### src/rtl/nn_pkg.sv
// Shared widths and FSM encoding for the NN neuron datapath.
// Lanes are signed int8 packed four to a 32-bit word; lane k lives in bits [8k+7:8k].
package nn_pkg;

  localparam int LANES  = 4;
  localparam int LANE_W = 8;
  localparam int WORD_W = LANES * LANE_W;
  localparam int PROD_W = 2 * LANE_W;
  localparam int ACC_W  = 32;

  typedef enum logic [1:0] {
    ACCUM  = 2'd0,
    FINISH = 2'd1,
    OUTPUT = 2'd2
  } nn_state_t;

  function automatic logic signed [LANE_W-1:0] lane_of(
    input logic [WORD_W-1:0] word,
    input int                k
  );
    return word[k*LANE_W +: LANE_W];
  endfunction

endpackage

### src/rtl/nn_dot4.sv
// Combinational four-lane signed int8 dot product, sign-extended and summed
// modulo 2^32. Shared with later NN stages.
module nn_dot4
  import nn_pkg::*;
(
  input  logic        [WORD_W-1:0] a,
  input  logic        [WORD_W-1:0] b,
  output logic signed [ACC_W-1:0]  dot
);

  always_comb begin
    logic signed [PROD_W-1:0] xa;
    logic signed [PROD_W-1:0] xb;
    logic signed [PROD_W-1:0] prod;
    dot  = '0;
    xa   = '0;
    xb   = '0;
    prod = '0;
    for (int k = 0; k < LANES; k++) begin
      xa   = PROD_W'(lane_of(a, k));
      xb   = PROD_W'(lane_of(b, k));
      prod = xa * xb;
      dot  = dot + {{(ACC_W-PROD_W){prod[PROD_W-1]}}, prod};
    end
  end

endmodule

### src/rtl/nn_neuron_mac.sv
// Single neuron MAC: accumulates NUM_WORDS packed int8 words against stored
// weights, adds bias, shifts and emits one result. Macro NN_RELU_EN enables ReLU.
module nn_neuron_mac
  import nn_pkg::*;
#(
  parameter int NUM_WORDS = 4,
  parameter int OUT_SHIFT = 0,
  parameter int WA_W      = (NUM_WORDS > 1) ? $clog2(NUM_WORDS) : 1
) (
  input  logic              wb_clk_i,
  input  logic              wb_rst_i,
  input  logic              in_valid,
  input  logic [WORD_W-1:0] in_data,
  output logic              in_ready,
  input  logic              w_we,
  input  logic [WA_W-1:0]   w_addr,
  input  logic [WORD_W-1:0] w_data,
  input  logic              bias_we,
  input  logic [ACC_W-1:0]  bias_data,
  output logic              out_valid,
  output logic [ACC_W-1:0]  out_data,
  input  logic              out_ready,
  output logic              busy
);

  localparam logic [WA_W-1:0] LAST_IDX  = WA_W'(NUM_WORDS - 1);
  localparam logic [WA_W:0]   NUM_WORDS_L = (WA_W+1)'(NUM_WORDS);

  nn_state_t               state;
  nn_state_t               state_nxt;
  logic signed [ACC_W-1:0] acc;
  logic signed [ACC_W-1:0] bias;
  logic signed [ACC_W-1:0] dot;
  logic signed [ACC_W-1:0] sum;
  logic [WA_W-1:0]         word_cnt;
  logic [WORD_W-1:0]       weight [NUM_WORDS];
  logic                    accept;
  logic                    last_word;
  logic                    handshake;
  logic                    w_addr_ok;

  // Final activation: ReLU with logical shift, or a plain arithmetic shift.
  function automatic logic [ACC_W-1:0] finalize(input logic signed [ACC_W-1:0] s);
    logic [ACC_W-1:0] u;
    u = s;
`ifdef NN_RELU_EN
    if (s < 0) return '0;
    return u >> OUT_SHIFT;
`else
    return ACC_W'(s >>> OUT_SHIFT);
`endif
  endfunction

  assign accept    = in_valid && in_ready;
  assign last_word = (word_cnt == LAST_IDX);
  assign handshake = (state == OUTPUT) && out_ready;
  assign sum       = acc + bias;
  assign w_addr_ok = ({1'b0, w_addr} < NUM_WORDS_L);

  nn_dot4 u_dot4 (
    .a   (in_data),
    .b   (weight[word_cnt]),
    .dot (dot)
  );

  always_comb begin
    state_nxt = state;
    in_ready  = 1'b0;
    unique case (state)
      ACCUM: begin
        in_ready = 1'b1;
        if (in_valid && last_word) state_nxt = FINISH;
      end
      FINISH:  state_nxt = OUTPUT;
      OUTPUT:  if (out_ready) state_nxt = ACCUM;
      default: state_nxt = ACCUM;
    endcase
  end

  // Accumulate / finish / output stage boundary
  always_ff @(posedge wb_clk_i) begin
    if (wb_rst_i) begin
      state     <= ACCUM;
      acc       <= '0;
      word_cnt  <= '0;
      out_valid <= 1'b0;
      out_data  <= '0;
      busy      <= 1'b0;
    end else begin
      state <= state_nxt;
      if (accept) begin
        acc      <= acc + dot;
        busy     <= 1'b1;
        word_cnt <= last_word ? '0 : word_cnt + 1'b1;
      end
      if (state == FINISH) begin
        out_data  <= finalize(sum);
        out_valid <= 1'b1;
      end
      if (handshake) begin
        out_valid <= 1'b0;
        acc       <= '0;
        busy      <= 1'b0;
      end
    end
  end

  // Parameter storage: a read in the same cycle as a write sees the old value.
  always_ff @(posedge wb_clk_i) begin
    if (wb_rst_i) begin
      bias <= '0;
      for (int i = 0; i < NUM_WORDS; i++) weight[i] <= '0;
    end else begin
      if (bias_we) bias <= bias_data;
      if (w_we && w_addr_ok) weight[w_addr] <= w_data;
    end
  end

endmodule
### config.mk
export PLATFORM = sky130hd
export DESIGN_NAME = nn_neuron_mac
export DESIGN_NICKNAME = d
export VERILOG_FILES = /design/src/rtl/nn_pkg.sv /design/src/rtl/nn_dot4.sv /design/src/rtl/nn_neuron_mac.sv
export SDC_FILE = /design/constraint.sdc
export NUM_CORES = 1
export LEC_CHECK = 0
export CORE_AREA = 2 2 264 266
export CTS_BUF_LIST = sky130_fd_sc_hd__clkbuf_2 sky130_fd_sc_hd__clkbuf_4 sky130_fd_sc_hd__clkbuf_8
export DETAILED_ROUTE_END_ITERATION = 6
export DIE_AREA = 0 0 266 268
export PLACE_DENSITY = 0.63
export REMOVE_ABC_BUFFERS = 1
export SLEW_MARGIN = 20
export SYNTH_ARGS = -nofsm -noshare
export SYNTH_HDL_FRONTEND = slang
export SYNTH_SLANG_ARGS = --single-unit
### constraint.sdc
create_clock -name wb_clk_i -period 10.3 [get_ports wb_clk_i]
set_input_delay 1.03 -clock wb_clk_i [delete_from_list [all_inputs] [get_ports wb_clk_i]]
set_output_delay 1.03 -clock wb_clk_i [all_outputs]
set_load 0.02 [all_outputs]
## Word level (Yosys, flattened, before mapping)

Memories as Yosys holds them, arrays and structs flattened. A register that Yosys moved wholly into a read port is not among the register bits.
Cells that the tools add are included.

- Bits in registers: 102
- RAM bits: 128
- Input bits: 104
- Word-level logic and storage cells: 45
- Memories kept: 1

Memory list:

| name | depth | width | read ports | clocked after memory_dff | write ports | RTL line | text |
|---|---|---|---|---|---|---|---|
| weight | 4 | 32 | 1 | 1 | 4 | nn_neuron_mac.sv:36 | `logic [WORD_W-1:0] weight [NUM_WORDS];` |

- Add/subtract/negate cells: 6
- Multiply operators: 4
- Equal/unequal tests: 5
- Multiplexer cells: 15
- Reductions and logical operators: 7

Operators by type and width:

| kind | count |
|---|---|
| adder 32 bit | 4 |
| multiplier 8 x 8 -> 16 bit | 4 |
| two-way mux 32 bit | 1 |
| OR reduction 32 bit | 1 |
| adder 16 x 16 -> 17 bit | 1 |
| two-way mux 2 bit | 6 |
| two-way mux 1 bit | 7 |
| one-hot mux 2 bit (3 select lines) | 1 |
| equality test 2 bit, second input constant | 2 |
| inequality test 2 bit, second input constant | 2 |
| logical AND 1 bit | 3 |
| adder 2 x 1 -> 2 bit, second input constant | 1 |
| equality test 2 x 1 -> 1 bit, second input constant | 1 |
| logical NOT 2 bit | 1 |
| AND reduction 2 bit | 1 |
| OR reduction 2 bit | 1 |

## Logic depth before layout (Yosys ltp)

- Depth in word-level cells: 5
- Mapped depth: 40
- Gate-level depth less buffers: 37

## Hierarchy

Synthesis repeated with hierarchy kept, for this count alone.

- Cell total of the unflattened synthesis: 2423
- Area, all modules: 23855.4 µm²

Modules (own cells, without submodules):

| module | instances | cells each | area each (µm²) | sequential area each (µm²) |
|---|---|---|---|---|
| nn_neuron_mac | 1 | 1132 | 12191.7 | 5925.7 |
| nn_dot4 | 1 | 1291 | 11663.7 | 0.0 |

## Worst setup path before layout

Ideal clock, no wire load.

- Path type: register -> register
- Start: register (tool-made name)
- End: register acc[31]
- Arrival time: 10.325 ns
- Data required time: 10.221 ns
- Path slack: -0.104 ns
- Stages on the path, launching flop included: 33
- Path buffers: 2
- Clock period less this slack: 10.404 ns
- Cell sequence: dfxtp_1 > clkbuf_1 > buf_1 > mux4_2 > and2_1 > fa_1 > fa_1 > fa_1 > inv_1 > fa_1 > inv_1 > ha_1 > nor3_1 > nor2_1 > a31oi_1 > nor2b_1 > o21a_1 > o41a_1 > xnor2_1 > inv_1 > fa_1 > fa_1 > ha_1 > a21o_1 > a31o_1 > a32oi_1 > o311ai_1 > a21oi_1 > o31ai_1 > o41ai_1 > xnor2_1 > xnor3_1 > a211oi_2

RTL lines:

| what | RTL line | text |
|---|---|---|
| end signal, assigned | nn_neuron_mac.sv:92 | `acc <= acc + dot;` |
| end, declared | nn_neuron_mac.sv:31 | `logic signed [ACC_W-1:0] acc;` |

==> results.toml <==
[critical_path]
path_buf_inv = 8
critical_path_arrival_ns = 10.28
path_depth = 36
crit_path_end_kind = "flip-flop"
start_kind = "flip-flop"
slowest_delay_ns = 0.65
crit_type = "flip-flop to flip-flop"
path_delay_family = "adder cells"
crit_path_top_delay_cell = "mux4_2"
cp.required_ns = 10.80
cpMostUsedCell = "fa_1"
crit_fanout = 30
reg2regPathDepth = 36

[synthesis]
syn_inst = 2392
yosys.area.top_type_share = 0.266
syn_area_per_cell_um2 = 9.93
ys_top_cells_by_area = "fa_1, edfxtp_1, ha_1"
ys_seq_area_frac = 0.250
synth_edf_count = 128
synth_top_flop_cell = "edfxtp_1"
yosysTopAreaCell = "fa_1"
yosys_warnings = 0
synthArstFlopShare = 0
synth.cell_area_um2 = 23700
ys_types = 70
ys_ff_latch = 232

[layout]
final_common_cell = "inv_1"
drive_gt1_frac = 0.0660
multi_input_area_um2 = 16000
layout_common_cells = "inv_1, fa_1, and2_1, nand2_1, ha_1"
area_growth_pct = 14.8
nets = 3152
n_fill_cell = 6680
seq_area_um2 = 5930

[timing]
skew_ns = 0.0371
fmax_mhz = 102
finalCritPeriodShare = 0.950
period_needed_ns = 9.79
hold_viol = 0
slew_viol_final = 0
rsz0062_at_grt = "no"
setup_viol = 0
setup_tns_ns = 0
worst_hold_slack_ns = 0.448
relSlewSlack = 0.288
worst_pin_slew_ns = 1.07

[clocking]
clock_latency_ns = 0.60
cts_hold_buf = 0
h-tree-depth = 2
cts_buffers = 40
cts_tree = "done"
cts_root_buf = "clkbuf_8"
cts_sinks = 232
clkTransAtPathRegs_ns = 0.07
clk_path_buf_depth = 3

[global_routing]
grt_pass1_vias = 17700
antenna_found_initial = 6
grt_util_all_layers = 0.165
grt_max_degree = 45
grt_first_pass_wirelength_um = 93300
overflow = 0

[route]
drt-pass1-iter-count = 5
first_iter_violations = 811
drt-wirelength-per-cell_um = 16.2
antenna_left = 0
vias = 16600
drc = 0
finalWirelength_um = 56100
vias_per_cell = 4.77

[floorplanning]
chipHeight_um = 268
dieArea_um2 = 71300
ios = 139
die_w_um = 266
core_um2 = 68200
fp-row-count = 96
start_util = 0.348

[placed_design]
portBuffers = 138
gp_congestion = 0.850
hpwl_um = 44500

[hold_path]
hold_depth = 2
hold_class = "flip-flop to flip-flop"

[flow_run]
max_cap_violations = 0

[run_status]
status = "completed"
[cell usage after synthesis, drive strengths merged, types with 10 or more instances]
library cell	count
inv	456
fa	315
and2	264
nand2	210
ha	175
edfxtp	128
nor2	118
a21oi	111
dfxtp	104
xnor2	78
clkbuf	44
o21ai	41
mux2i	35
a21o	30
mux4	29
xor2	27
nand2b	24
a211oi	19
nor3	19
o21a	15
o21bai	14
nor2b	13
a31oi	10
nand3	10
[cells by family (layout without fill, tap and decap cells)]
logic type / Yosys count / count (layout) / share of synthesized area
fa+ha+maj: 490 / 490 / 0.358
other cells: 0 / 2 / 0
simple gates: 695 / 695 / 0.149
buf+inv: 509 / 706 / 0.0805
compound gates: 293 / 293 / 0.0792
flops: 232 / 232 / 0.250
mux: 67 / 67 / 0.0437
xor+xnor: 106 / 106 / 0.0405
[metrics by stage]
stage	util	setup WS [ns]	area [um^2]	cells
6_report	0.400	0.515	27300	3473
5_1_grt	0.400	0.0273	27300	3473
4_1_cts	0.399	0.363	27200	3468
3_5_place_dp	0.386	0.0785	26300	3395
3_3_place_gp	0.386	0.222	26300	3395
2_1_floorplan	-	-0.424	23500	2339
[layer usage]
metal,track usage,share of wire
met5,0,0.00082
met3,0.0235,0.047
met1,0.214,0.44
met2,0.286,0.48
met4,0.0490,0.029
[layout make-up]
| class | instances | share of cell area |
|---|---|---|
| well taps | 882 | 0.0405 |
| inverters | 456 | 0.0628 |
| diodes | 2 | 0.000184 |
| clock buffers | 58 | 0.0261 |
| multi-input cells | 1651 | 0.586 |
| flip-flops and latches | 232 | 0.218 |
| repair buffers | 177 | 0.0615 |
| clock inverters | 15 | 0.00551 |
[tightest hold or removal path: cells and delay by family, from the launching register on]
| family | cells | cell delay (ns) |
|---|---|---|
| compound gates | 1 | 0.05 |
| simple gates | 1 | 0.05 |
| flops | 1 | 0.31 |
[path summary, 6_finish.rpt]
path	startpoint	end	slack, ns
hold reg to reg	out_data[8]	out_data[8]	0.45
setup / recovery	flip-flop	acc[30]	0.51
setup reg to reg	flip-flop	acc[30]	0.51
hold / removal	out_data[8]	out_data[8]	0.45
[timing repair]
item / 4_1_cts / 5_1_grt
endpoints found under the setup margin: 0 / 2
buffers inserted: 0 / 3
hold endpoints to repair: 0 / 0
resized for setup: 0 / 5
[sequential cells by signal (all words and copies together) (netlist names), named ones only]
signal and flops:
acc 32, bias 32, busy 1, out_data 32, out_valid 1, state 2
weight 128, word_cnt 2
Power is not shown: default switching activity piles up to over one toggle a cycle in this logic, so the estimate is an artifact.
